`src/rtl/sys_ctrl.sv`:
```
// sys_ctrl: byte-stream command decoder that sits between a UART and a
// register file.
//   0xAA <addr> <data> -> register write (rf_wr_en pulse)
//   0xBB <addr>        -> register read (rf_rd_en pulse); the returned data
//                         is sent back through the transmitter (tx_valid pulse)
// Any other command byte, a byte flagged with rx_err, or a byte that arrives
// while a read is being serviced produces a one-cycle cmd_err pulse.
//
// Optional feature: define SYS_CTRL_TIMEOUT_EN to abort a partial command
// after TIMEOUT idle cycles. Without the macro the block waits indefinitely
// and TIMEOUT is unused.
//
// Ports:
//   clk, rst                     clock, synchronous active-high reset
//   rx_data/rx_valid/rx_err      received byte stream
//   rf_addr/rf_wr_en/rf_wr_data  register-file write side
//   rf_rd_en/rf_rd_data/rf_rd_valid  register-file read side
//   tx_data/tx_valid/tx_busy     transmitter side
//   cmd_err                      one-cycle error pulse
//   busy                         high whenever not idle
module sys_ctrl #(
    parameter int DATA_WIDTH = 8,
    parameter int ADDR_WIDTH = 4,
    parameter int TIMEOUT    = 1023
) (
    input  logic                  clk,
    input  logic                  rst,
    input  logic [DATA_WIDTH-1:0] rx_data,
    input  logic                  rx_valid,
    input  logic                  rx_err,
    output logic [ADDR_WIDTH-1:0] rf_addr,
    output logic                  rf_wr_en,
    output logic [DATA_WIDTH-1:0] rf_wr_data,
    output logic                  rf_rd_en,
    input  logic [DATA_WIDTH-1:0] rf_rd_data,
    input  logic                  rf_rd_valid,
    output logic [DATA_WIDTH-1:0] tx_data,
    output logic                  tx_valid,
    input  logic                  tx_busy,
    output logic                  cmd_err,
    output logic                  busy
);

    localparam logic [DATA_WIDTH-1:0] CMD_WR = DATA_WIDTH'(8'hAA);
    localparam logic [DATA_WIDTH-1:0] CMD_RD = DATA_WIDTH'(8'hBB);

    typedef enum logic [2:0] {
        IDLE, WR_ADDR, WR_DATA, RD_ADDR, RD_WAIT, TX_SEND
    } state_t;

    state_t                state, state_nxt;
    logic [ADDR_WIDTH-1:0] addr_nxt;
    logic [DATA_WIDTH-1:0] wdata_nxt, tdata_nxt;
    logic                  wr_nxt, rd_nxt, txv_nxt, err_nxt;
    logic                  abort;

`ifdef SYS_CTRL_TIMEOUT_EN
    localparam int CW = $clog2(TIMEOUT + 1);
    logic [CW-1:0] cnt, cnt_nxt;
    logic          progress;
`endif

    // A flagged byte aborts whatever is in flight, in every state, and wins
    // over a simultaneous rf_rd_valid.
    assign abort = rx_valid && rx_err;

    always_comb begin
        state_nxt = state;
        addr_nxt  = rf_addr;
        wdata_nxt = rf_wr_data;
        tdata_nxt = tx_data;
        wr_nxt    = 1'b0;
        rd_nxt    = 1'b0;
        txv_nxt   = 1'b0;
        err_nxt   = 1'b0;
`ifdef SYS_CTRL_TIMEOUT_EN
        progress  = 1'b0;
        cnt_nxt   = '0;
`endif
        if (abort) begin
            state_nxt = IDLE;
            err_nxt   = 1'b1;
        end else begin
            case (state)
                IDLE: if (rx_valid) begin
                    if (rx_data == CMD_WR)      state_nxt = WR_ADDR;
                    else if (rx_data == CMD_RD) state_nxt = RD_ADDR;
                    else                        err_nxt   = 1'b1;
                end
                WR_ADDR: if (rx_valid) begin
                    addr_nxt  = rx_data[ADDR_WIDTH-1:0];
                    state_nxt = WR_DATA;
`ifdef SYS_CTRL_TIMEOUT_EN
                    progress  = 1'b1;
`endif
                end
                WR_DATA: if (rx_valid) begin
                    wdata_nxt = rx_data;
                    wr_nxt    = 1'b1;
                    state_nxt = IDLE;
`ifdef SYS_CTRL_TIMEOUT_EN
                    progress  = 1'b1;
`endif
                end
                RD_ADDR: if (rx_valid) begin
                    addr_nxt  = rx_data[ADDR_WIDTH-1:0];
                    rd_nxt    = 1'b1;
                    state_nxt = RD_WAIT;
`ifdef SYS_CTRL_TIMEOUT_EN
                    progress  = 1'b1;
`endif
                end
                RD_WAIT: begin
                    // Stray bytes are dropped; the read keeps going.
                    if (rx_valid) err_nxt = 1'b1;
                    if (rf_rd_valid) begin
                        tdata_nxt = rf_rd_data;
                        state_nxt = TX_SEND;
`ifdef SYS_CTRL_TIMEOUT_EN
                        progress  = 1'b1;
`endif
                    end
                end
                TX_SEND: begin
                    if (rx_valid) err_nxt = 1'b1;
                    if (!tx_busy) begin
                        txv_nxt   = 1'b1;
                        state_nxt = IDLE;
                    end
                end
                default: state_nxt = IDLE;
            endcase
        end
`ifdef SYS_CTRL_TIMEOUT_EN
        // Count only while stalled in a waiting state; any transition out of
        // these states involves progress or abort, so the count restarts at 0.
        if (!abort && !progress &&
            (state == WR_ADDR || state == WR_DATA ||
             state == RD_ADDR || state == RD_WAIT)) begin
            if (cnt == CW'(TIMEOUT - 1)) begin
                state_nxt = IDLE;
                err_nxt   = 1'b1;
            end else begin
                cnt_nxt = cnt + 1'b1;
            end
        end
`endif
    end

    always_ff @(posedge clk) begin
        if (rst) begin
            state      <= IDLE;
            rf_addr    <= '0;
            rf_wr_data <= '0;
            tx_data    <= '0;
            rf_wr_en   <= 1'b0;
            rf_rd_en   <= 1'b0;
            tx_valid   <= 1'b0;
            cmd_err    <= 1'b0;
            busy       <= 1'b0;
`ifdef SYS_CTRL_TIMEOUT_EN
            cnt        <= '0;
`endif
        end else begin
            state      <= state_nxt;
            rf_addr    <= addr_nxt;
            rf_wr_data <= wdata_nxt;
            tx_data    <= tdata_nxt;
            rf_wr_en   <= wr_nxt;
            rf_rd_en   <= rd_nxt;
            tx_valid   <= txv_nxt;
            cmd_err    <= err_nxt;
            // Registered alongside state so busy tracks state != IDLE exactly.
            busy       <= (state_nxt != IDLE);
`ifdef SYS_CTRL_TIMEOUT_EN
            cnt        <= cnt_nxt;
`endif
        end
    end

endmodule

```
`config.mk`:
```
export PLATFORM = sky130hd
export DESIGN_NAME = sys_ctrl
export DESIGN_NICKNAME = d
export VERILOG_FILES = /design/src/rtl/sys_ctrl.sv
export SDC_FILE = /design/constraint.sdc
export NUM_CORES = 1
export LEC_CHECK = 0
export CAP_MARGIN = 15
export CORE_ASPECT_RATIO = 0.8
export CORE_UTILIZATION = 38
export CTS_CLUSTER_SIZE = 8
export DETAILED_ROUTE_END_ITERATION = 10
export PLACE_DENSITY = 0.75
export SETUP_SLACK_MARGIN = 0.5
export SLEW_MARGIN = 20
export SYNTH_ARGS = -nofsm -noshare
export SYNTH_HDL_FRONTEND = slang
export SYNTH_SLANG_ARGS = --single-unit
```
`constraint.sdc`:
```
create_clock -name clk -period 4.1 [get_ports clk]
set_input_delay 0.615 -clock clk [delete_from_list [all_inputs] [get_ports clk]]
set_output_delay 0.615 -clock clk [all_outputs]
set_load 0.005 [all_outputs]
```
==> results.py <==
metrics = {
    "sta": {
        "tns_ps": 0,
        "fin_crit_sh_pct": 51.6,
        "layout_min_cycle_time_ps": 2120,
        "fin_skew_ps": 3.60,
        "timing.final.max_slew_violations": 0,
        "worstMarginPinSlew_ps": 876,
        "rsz0062_at_grt": "false",
        "fmax_mhz": 473,
        "relSlewSlack_pct": 41.4,
        "setup_viol": 0,
        "hold_viol": 0,
    },
    "floorplan": {
        "coreArea_mm2": 0.00283,
        "core.rowCount": 17,
        "die_x_um": 63.6,
        "start_util_pct": 40.8,
        "die-area_mm2": 0.00326,
        "io_pins": 47,
        "fp.dieH_um": 51.3,
    },
    "worst_setup_path": {
        "cp.arrival_ps": 2310,
        "r2r_start": "state[1]$_SDFF_PP0_",
        "path_max_fanout": 25,
        "r2r_cells": 4,
        "reg2reg_slack_ps": 2470,
        "r2r_end": "rf_wr_data[7]$_SDFFE_PP0P_",
        "endpoint_kind": "flip-flop",
        "worstSetupPathType": "in2reg",
        "crit_required_ps": 4300,
        "start_kind": "input port",
    },
    "cts": {
        "ctsHoldBuffers": 0,
        "cts_tree": "yes",
        "clock_latency_ps": 270,
        "cts_root_buf": "clkbuf_8",
        "clk_pin_slew_worst_paths_ps": 90,
        "ctsResizeCount": 0,
        "cts_sinks": 28,
        "htreeDepth": 1,
        "post_cts_buffers": 0,
        "cts-buffers-inserted": 3,
        "clock_path_buffers": 2,
    },
    "place": {
        "gp_congestion": 0.857,
        "dpl.hpwl_mm": 1.88,
        "io_buffers": 46,
    },
    "global_routing": {
        "grt_pass1_wl_mm": 4.32,
        "antenna_found_initial": 0,
        "grt_start_max_net_pins": 26,
        "grt_pass1_vias": 1005,
        "grt-ovfl-total": 0,
        "grtUsageTotal_pct": 17.1,
    },
    "route": {
        "routedWlPerCell_um": 13.0,
        "drt_pass1_iterations": 4,
        "vias_per_cell": 4.98,
        "wl_mm": 2.51,
        "drtIter0Drc": 33,
        "drc": 0,
        "antenna_left": 0,
        "vias": 961,
    },
    "hold_path": {
        "hold_start": "tx_data[4]$_SDFFE_PP0P_",
        "hp-class": "reg2reg",
        "holdPathStages": 2,
        "hold_path_end": "tx_data[4]$_SDFFE_PP0P_",
    },
    "pwr": {
        "peakVddDrop_mv": 0.201,
        "power.leakage_nw": 0.738,
        "power_uw": 532,
        "power.density_mw_per_mm2": 315,
    },
    "final_layout": {
        "nNetsFinal": 178,
        "layout-drive-gt1-share_pct": 6.45,
        "final_cell_mix": "clkdlybuf4s50_1 (46), dfxtp_1 (28), nor2_1 (23)",
        "antenna_cells": 0,
        "final_common_cell": "clkdlybuf4s50_1",
        "area.growth.synth_to_final_pct": 46.2,
    },
    "yosys": {
        "synth.ff_latch_count": 28,
        "avgSynthCellArea_um2": 10.3,
        "synth.distinct_cells": 33,
        "seq_area_frac_synth_pct": 48.6,
        "synth.top_cell.area_share_pct": 48.6,
        "mappedNetlistNets": 134,
        "synthTopCellsByArea": "dfxtp_1 (49%), mux2i_1 (17%), nor2_1 (7.5%), buf_6 (2.0%), inv_1 (2.0%)",
        "syn_inst": 112,
        "yosysTopAreaCell": "dfxtp_1",
        "ys_warn_count": 0,
        "mappedNetlistArea_mm2": 0.00115,
    },
    "outcome": {
        "status": "complete, no violations",
    },
    "flow_run": {
        "cap_violations": 0,
    },
}
==> registers in the layout, indices dropped and copies added (netlist names) <==
signal      flops
tx_valid        1
rf_wr_data      8
tx_data         8
rf_addr         4
busy            1
state           3
cmd_err         1
rf_wr_en        1
rf_rd_en        1
==> how the worst max path moves through the flow <==
stage,startpoint,end,slack [ps],cells past startpoint
3_3_place_gp,rst,busy$_SDFF_PP0_,1780,4
5_1_grt,rst,busy$_SDFF_PP0_,1870,4
6_report,rst,busy$_SDFF_PP0_,1980,4
2_1_floorplan,rf_rd_valid,tx_data[0]$_SDFFE_PP0P_,2620,4
3_5_place_dp,rst,busy$_SDFF_PP0_,1670,4
4_1_cts,rst,busy$_SDFF_PP0_,1980,4
==> power breakdown <==
part | leakage, nW | internal (mW) | switching [mW] | total, mW
combinational | 0.476 | 0.0259 | 0.0169 | 0.0428
clock | 0.0357 | 0.131 | 0.0832 | 0.214
sequential | 0.226 | 0.274 | 0.00158 | 0.275
total | 0.738 | 0.430 | 0.102 | 0.532
==> critical path, cell delays in order <==
cell             delay, ps
clkdlybuf4s50_1        870
nand2b_1               440
a221o_1                320
o221ai_2                70
==> cell usage after synthesis <==
library cell   n
dfxtp_1       28
nor2_1        23
mux2i_1       20
inv_1          6
clkbuf_1       3
a311oi_1       2
buf_6          2
nor4b_1        2
or3_1          2
a211oi_1       1
a21oi_1        1
a221o_1        1
a31oi_1        1
a32oi_1        1
and2_1         1
and4_2         1
and4b_1        1
and4b_2        1
buf_4          1
clkbuf_2       1
nand2_1        1
nand2_2        1
nand2b_1       1
nand3b_4       1
nand4_1        1
nor2b_1        1
nor3b_1        1
nor4_1         1
nor4bb_2       1
o21ai_0        1
o221ai_2       1
or2b_1         1
xnor2_1        1
==> stage by stage <==
step           hold slack (ps)  setup WS (ps)  utilization, %  instances  area [um2]
6_report                   499           1980            59.6        193        1690
3_5_place_dp               484           1670            57.1        189        1620
5_1_grt                    542           1870            59.6        193        1690
4_1_cts                    505           1980            59.6        193        1690
2_1_floorplan              485           2620               -        112        1150
3_3_place_gp               474           1780            57.1        189        1620
==> kinds of logic after synthesis <==
group | Yosys count | share of synthesized area (%)
and+or+nand+nor | 41 | 20.8
AOI/OAI and AO/OA | 9 | 6.51
xor gates and xnor gates | 1 | 0.759
muxes | 20 | 17.4
buffers and inverters | 13 | 5.96
DFF | 28 | 48.6
==> layer usage <==
metal  GRT usage [%]  up-vias  part of all wire [%]
li1                -      472                     -
met1            20.3      456                    46
met2            28.9       31                    47
met3            6.47        2                   6.7
met4            4.55        0                  0.68
met5               0        -                     0
==> cell type report <==
| cell class | instances | area, um2 |
|---|---|---|
| inverter | 6 | 22.5 |
| tap | 38 | 47.5 |
| multi-input combinational | 71 | 524 |
| sequential | 28 | 561 |
| timing repair buffer | 46 | 460 |
| clock inverter | 1 | 30.0 |
| fill | 230 | 1140 |
| clock buffer | 3 | 41.3 |
Note: power is estimated with default switching activity, not from simulation.
